--- config.mk ---
export PLATFORM = sky130hd
export DESIGN_NAME = video_port_bank
export DESIGN_NICKNAME = d
export VERILOG_FILES = /design/src/rtl/video_port_bank.sv
export SDC_FILE = /design/constraint.sdc
export NUM_CORES = 1
export LEC_CHECK = 0
export BUFFER_PORTS_ARGS = -buffer_cell sky130_fd_sc_hd__clkbuf_2
export CORE_MARGIN = 3
export CORE_UTILIZATION = 40
export DETAILED_ROUTE_END_ITERATION = 10
export GPL_ROUTABILITY_DRIVEN = 0
export PLACE_DENSITY = 0.67
export SLEW_MARGIN = 5
export SYNTH_ARGS = -nofsm -noshare
export SYNTH_HDL_FRONTEND = slang
export SYNTH_SLANG_ARGS = --single-unit
--- constraint.sdc ---
create_clock -name clk -period 2.8 [get_ports clk]
set_input_delay 0.28 -clock clk [delete_from_list [all_inputs] [get_ports clk]]
set_output_delay 0.28 -clock clk [all_outputs]
set_load 0.03 [all_outputs]
--- src/rtl/video_port_bank.sv ---
// Bank of 8-bit video control registers with shadow/active copies and a
// per-register update class (immediate, line start, frame start), plus the VINT line counter.
module video_port_bank #(
    parameter int                NREG       = 32,
    parameter int                AW         = 5,
    parameter logic [NREG-1:0]   LINE_MASK  = {NREG{1'b0}},
    parameter logic [NREG-1:0]   FRAME_MASK = {NREG{1'b0}},
    parameter logic [NREG*8-1:0] RESET_VAL  = {NREG*8{1'b0}},
    parameter logic [AW-1:0]     VINTL_ADDR = AW'(30),
    parameter logic [AW-1:0]     VINTH_ADDR = AW'(31),
    parameter int                LINES      = 320
) (
    input  logic              clk,
    input  logic              res,
    input  logic              wr_en,
    input  logic [AW-1:0]     wr_addr,
    input  logic [7:0]        d,
    input  logic              line_start_s,
    input  logic              frame_start,
    input  logic              int_start,
    input  logic              hold,
    output logic [NREG*8-1:0] regs,
    output logic [NREG-1:0]   pend,
    output logic [8:0]        vint_beg,
    output logic [3:0]        vint_inc
);

    localparam logic [AW:0] NREG_W  = (AW+1)'(NREG);
    localparam logic [9:0]  LINES_W = 10'(LINES);

    // Writes beyond the populated bank are dropped everywhere, VINT included.
    logic wr_hit;
    assign wr_hit = wr_en && ({1'b0, wr_addr} < NREG_W);

    logic line_go;
    logic frame_go;
    assign line_go  = line_start_s && !hold;
    assign frame_go = frame_start  && !hold;

    genvar gi;
    generate
        for (gi = 0; gi < NREG; gi++) begin : g_reg
            localparam bit IS_FRAME = FRAME_MASK[gi];
            localparam bit IS_LINE  = LINE_MASK[gi] && !FRAME_MASK[gi];
            localparam bit IS_IMM   = !IS_FRAME && !IS_LINE;

            logic [7:0] shadow_q, shadow_d;
            logic [7:0] active_q, active_d;
            logic       pend_q, pend_d;
            logic       sel;
            logic       boundary;

            assign sel      = wr_hit && (wr_addr == AW'(gi));
            assign boundary = IS_FRAME ? frame_go : (IS_LINE ? line_go : 1'b0);

            always_comb begin
                shadow_d = sel ? d : shadow_q;
                active_d = active_q;
                pend_d   = pend_q;
                if (IS_IMM) begin
                    if (sel) begin
                        active_d = d;
                    end
                end else if (boundary) begin
                    // shadow_d already carries a same-cycle write, so it latches directly.
                    active_d = shadow_d;
                    pend_d   = 1'b0;
                end else if (sel) begin
                    pend_d = 1'b1;
                end
            end

            always_ff @(posedge clk) begin
                if (res) begin
                    shadow_q <= RESET_VAL[8*gi +: 8];
                    active_q <= RESET_VAL[8*gi +: 8];
                    pend_q   <= 1'b0;
                end else begin
                    shadow_q <= shadow_d;
                    active_q <= active_d;
                    pend_q   <= pend_d;
                end
            end

            assign regs[8*gi +: 8] = active_q;
            assign pend[gi]        = pend_q;
        end
    endgenerate

    logic [8:0] vint_beg_q, vint_beg_d;
    logic [3:0] vint_inc_q, vint_inc_d;
    logic       vintl_wr;
    logic       vinth_wr;
    logic [9:0] vint_sum;

    assign vintl_wr = wr_hit && (wr_addr == VINTL_ADDR);
    assign vinth_wr = wr_hit && (wr_addr == VINTH_ADDR);
    assign vint_sum = {1'b0, vint_beg_q} + {6'b0, vint_inc_q};

    always_comb begin
        vint_beg_d = vint_beg_q;
        vint_inc_d = vint_inc_q;
        if (vintl_wr || vinth_wr) begin
            if (vintl_wr) begin
                vint_beg_d[7:0] = d;
            end
            if (vinth_wr) begin
                vint_beg_d[8] = d[0];
                vint_inc_d    = d[7:4];
            end
        end else if (int_start) begin
            // Values written above LINES are wrapped here by a single subtraction.
            vint_beg_d = (vint_sum >= LINES_W) ? 9'(vint_sum - LINES_W) : vint_sum[8:0];
        end
    end

    always_ff @(posedge clk) begin
        if (res) begin
            vint_beg_q <= 9'd0;
            vint_inc_q <= 4'd0;
        end else begin
            vint_beg_q <= vint_beg_d;
            vint_inc_q <= vint_inc_d;
        end
    end

    assign vint_beg = vint_beg_q;
    assign vint_inc = vint_inc_q;

endmodule

-- Word-level counts from Yosys, hierarchy flattened
Index checks and enable logic that the tools add are counted.
- bits of input ports: 20
- bits in registers: 269
- word-level logic and storage cells: 114
- output and inout port bits: 301
- eq/ne operators: 33
- add/subtract/negate cells: 2
- order comparisons: 1
- multiplexer cells: 5
- reduce and logical (&&, ||, !) cells: 38
- operator list (kind ; number):
    $eq A5 B5 Y1 const B ; 16
    $eq A5 B4 Y1 const B ; 8
    $logic_and A1 B1 Y1 ; 32
    $mux W9 ; 3
    $eq A5 B3 Y1 const B ; 4
    $add A9 B4 Y10 ; 1
    $eq A5 B2 Y1 const B ; 2
    $ge A10 B9 Y1 const B ; 1
    $sub A9 B9 Y9 const B ; 1
    $mux W8 ; 1
    $reduce_and A2 Y1 ; 3
    $eq A5 B1 Y1 const B ; 1
    $logic_not A5 Y1 ; 1
    $ne A2 B2 Y1 const B ; 2
    $reduce_bool A2 Y1 ; 1
    $logic_or A1 B1 Y1 ; 1
    $mux W1 ; 1

-- Depth between registers and ports, before layout
- word-level depth: 5
- gate-level depth with buffers: 12
- mapped depth without buffers: 12

-- Worst setup path after synthesis
Ideal clock, no wire load.
- kind: register to register
- from: register vint_beg_q[0], in the netlist vint_beg[0]
- to: register vint_beg_q[7], in the netlist vint_beg[7]
- setup time: 0.116 ns
- required time: 2.684 ns
- arrival time: 2.900 ns
- path buffers: 0
- stages on the path, launching flop included: 12
- clock period less this slack: 3.016 ns
- setup slack: -0.216 ns
- cells stage by stage: dfxtp_1 ha_1 fa_1 nand3_1 nand2_1 and3_2 xor2_1 ha_1 nand3_1 or4_4 a21o_1 a31o_1
- word-level cells in the longest chain between the ends: 5
- elaborated cells on any way between the ends: 6
- classes of those cells: add/sub (2); order compare (1); mux (3)
- ends and longest elaborated chain (item ; RTL line ; source):
    from (decl) ; 90 ; logic [8:0] vint_beg_q, vint_beg_d;
    from (signal assigned) ; 122 ; vint_beg_q <= vint_beg_d;
    $add A9 B4 Y10 (*) ; 98 ; assign vint_sum = {1'b0, vint_beg_q} + {6'b0, vint_inc_q};
    $sub A9 B9 Y9 / $ge A10 B9 Y1 (equally long branches) ; 113 ; vint_beg_d = (vint_sum >= LINES_W) ? 9'(vint_sum - LINES_W) : vint_sum[8:0];
    $mux W9 (*) ; 113 ;
    $mux W9 (*) ; 111 ; end else if (int_start) begin
    $mux W9 (*) ; 103 ; if (vintl_wr || vinth_wr) begin
Mark *: on every way between the ends. The rest lies on a longest branch, timed or not. The select of a mux whose other input is x is not followed.
A chain may end at the register's enable or synchronous reset.

-- Worst setup path in the final report
- from: register vint_inc_q[1], in the netlist vint_inc[1]
- to: register vint_beg_q[7], in the netlist vint_beg[7]
- word-level cells in the longest chain between the ends: 5
- elaborated cells on any way between the ends: 6
- classes of those cells: add/sub (2); order compare (1); mux (3)
- ends and longest elaborated chain (item ; RTL line ; source):
    from (decl) ; 91 ; logic [3:0] vint_inc_q, vint_inc_d;
    from (signal assigned) ; 123 ; vint_inc_q <= vint_inc_d;
    $add A9 B4 Y10 (*) ; 98 ;
    $sub A9 B9 Y9 / $ge A10 B9 Y1 (equally long branches) ; 113 ;
    $mux W9 (*) ; 113 ;
    $mux W9 (*) ; 111 ;
    $mux W9 (*) ; 103 ;
Marks and branches as above.

==> impl_results.md <==
- R2r setup slk: approximately 15 ps
- Nets: roughly 1400
- Post-synth ARST share: 0%
- Yosys cell types: 51
- Clock Sinks: roughly 270
- Vias: about 9000
- Hold-critical path endpoint: g_reg[5].active_q[5]
- Leak Pwr: 5.88 nW
- Worst rel slew slack: 26.0%
- Via/cell ratio: 5.09
- Setup-failing EPs final: 0
- Die area: about 28000 um^2
- First-pass iteration count of the detailed router: 5
- Max Cap Viol: 0
- Reg clk slew, reported paths: approximately 60 ps
- Filler Cell Count: 2337
- Sequential fraction of the synthesis area: between 50% and 60%
- CTS tree: done
- Root Driver: clkbuf_16
- Util after Layout: 52.3%
- Req. time, crit path: approximately 3200 ps
- CTS buffer count: 29
- Worst EP arrival: about 3200 ps
- Synthesized cell area: approximately 10000 um^2
- H-Tree Depth: 1
- Tot GR Track Use: a little over a fifth
- R2R depth: 10
- Setup CP Type: register to register
- Top_reg_cell synth: dfxtp_1
- Register bit total from synthesis: around 270
- Synth Warn #: 0
- Peak supply drop: a little under 0.4 mV
- Final Skew: slightly below 6 ps
- Worst r2r src: vint_inc[1]
- Final cell count without fillers: 1747
- Syn Inst Count: ~1100
- Final min period: roughly 2800 ps
- Initial Util: between 40% and 50%
- Reg power frac: 46.3%
- Number of global-route vias before repair: 8201
- Clock network power share: between 40% and 50%
- Starting DRT DRC Count: around 650
- Routed WL: roughly 32000 um
- Die Width: approximately 170 um
- Fmax: between 0.3 and 0.4 GHz
- Hpwl dp: 21100 um
- Nature of the critical path endpoint: register
- Ratio of cells with drive above 1 in the final layout: between 20% and 30%
- Clock Tree Buf Depth: 3
- Routed WL per cell: 18.5 um
- Worst Max-Slew Pin Slew: about 1100 ps
- I/O pin total: around 320
- Hold/Removal Path Class: primary input to register
- Initial antenna violation count: 2
- Switching Fraction: 23.7%
- Slew Limit Fails: 0
- # DRC: 0
- Avg Inst Size Synth: about 9.2 um^2
- Site Rows: 58
- Worst-skew pair later-pin latency: 540 ps
- Final Hold Viols: 0
- Largest net degree at the start of global routing: 118
- Cell internal pwr: around 6.4 mW
- HP Start: res
- Core area: about 25000 um^2
- Power Dens Cells: 631 nW/um^2
- CP Max Fanout: 4
- Post-synth EDFFs: 0
- Status: completed
- First-pass GRT wire length: 48600 um
- Comb power frac: between 6 and 7%
- Die Y-Extent: around 170 um
- Startpoint Class: register
- Port buffer count: roughly 290
- Inst Count DP: ~1700
- Total grt overflow: 0
- Area Overhead vs Synth: 27.3%
- Switching power total: 1.99 mW
- Fin crit share: between 90% and 100%
- Hold Path Depth: 2
- R2r endpoint: vint_beg[7]
- ANT nets after route: 0
what timing repair did:
item                                   in CTS  in global routing
hold buffers                                1                  0
buffers inserted                            0                  6
setup endpoints to repair                   1                  2
pin swaps                                   0                  7
resized for setup                           2                 22
endpoints found under the hold margin       1                  0
cell families after synthesis:
family / Yosys count / synth area share (%)
other: 1 / 0.0358
DFF: 269 / 51.5
xor gates and xnor gates: 5 / 0.419
and+or+nand+nor: 422 / 17.5
muxes: 181 / 17.3
AOI/OAI and AO/OA: 121 / 6.49
adders and majority gates: 7 / 0.909
buffers and inverters: 128 / 5.91
registers in the layout (all words and copies together), names as in the netlist:
register    flops
g.active_q    256
vint_beg        9
vint_inc        4
through the flow:
step | setup TNS [ps] | hold slack (ps) | area (um^2) | worst slack, ps | total power [mW]
4_1_cts | 0 | 219 | 13200 | 12.5 | 8.48
3_3_place_gp | 0 | 441 | 12100 | 96.5 | 4.48
2_1_floorplan | 0 | 388 | 10600 | 7.90 | 4.36
3_5_place_dp | -69.3 | 447 | 12100 | -69.3 | 4.49
5_1_grt | -89.9 | 251 | 13300 | -77.3 | 8.68
6_report | 0 | 239 | 13300 | 14.9 | 8.40
worst max-delay path by stage:
stage	depth (start not counted)	start	end
floorplan	10	vint_beg[3]	vint_beg[7]
global placement	10	vint_beg[1]	vint_beg[7]
detailed placement	10	vint_beg[1]	vint_beg[7]
CTS	10	vint_beg[1]	vint_beg[7]
global route	10	vint_inc[1]	vint_beg[7]
finish	10	vint_inc[1]	vint_beg[7]
cells in the mapped netlist (5+ instances only):
cell | count | share of area (%)
buf_2 | 6 | 0.29
nand2_1 | 115 | 4.1
ha_1 | 6 | 0.72
clkbuf_1 | 77 | 2.8
nor2_2 | 7 | 0.42
nand4_1 | 5 | 0.30
buf_1 | 7 | 0.25
a311oi_1 | 6 | 0.50
nand3_1 | 69 | 3.3
o21ai_0 | 15 | 0.72
buf_4 | 32 | 2.3
nor2_1 | 198 | 7.1
mux2i_1 | 181 | 17
a21oi_1 | 86 | 4.1
dfxtp_1 | 269 | 51
routing by layer:
metal / wire (um) / up-vias / track usage (%)
li1: - / 4267 / -
met1: 13800 / 4219 / 28.0
met2: 15200 / 337 / 35.5
met3: 2330 / 69 / 5.57
met4: 958 / 2 / 5.62
met5: 13 / - / 0
area by class of cell:
| type | instances | area (um^2) | area share [%] |
|---|---|---|---|
| antenna | 1 | 2.50 | 0.0188 |
| clock buffer | 42 | 875 | 6.57 |
| clock inverter | 10 | 134 | 1.01 |
| inverter | 3 | 11.3 | 0.0845 |
| multi-input combinational | 768 | 4730 | 35.5 |
| sequential | 269 | 5400 | 40.5 |
| tap | 330 | 413 | 3.10 |
| timing repair buffer | 324 | 1760 | 13.2 |
critical path, cell delays in order, from the launching register on:
cell      delay (ps)
dfxtp_2          350
ha_4             280
a211oi_2          80
o21bai_2         170
nand4_1          210
xnor2_2          350
ha_2             240
nand3_2           50
or4_4            570
a21o_1           170
a31o_1           190
cell usage in the layout (no fill, tap or decap), drive strengths merged, types with 2 or more instances in the layout:
cell type	netlist	final
a211oi	2	2
a21o	3	3
a21oi	86	86
a311oi	6	6
and4	2	2
buf	46	38
bufinv	0	3
clkbuf	79	327
clkinv	0	4
clkinvlp	0	2
conb	1	32
dfxtp	269	269
ha	6	6
inv	3	4
mux2i	181	181
nand2	115	115
nand2b	3	3
nand3	69	69
nand4	5	5
nor2	205	205
nor2b	3	3
nor3	5	5
nor3b	3	3
nor4	2	2
o21ai	15	15
or4	3	3
xnor2	3	3
xor2	2	2
power by group through the flow:
| stage | clock (mW) | combinational [mW] | sequential (mW) |
|---|---|---|---|
| after floorplan | 0 | 0.330 | 4.03 |
| after detailed placement | 0 | 0.518 | 3.97 |
| after global placement | 0 | 0.517 | 3.97 |
| after CTS | 4.07 | 0.521 | 3.88 |
| final | 3.99 | 0.530 | 3.89 |
| after global routing | 4.22 | 0.565 | 3.89 |
(Power assumes the default switching activity.)
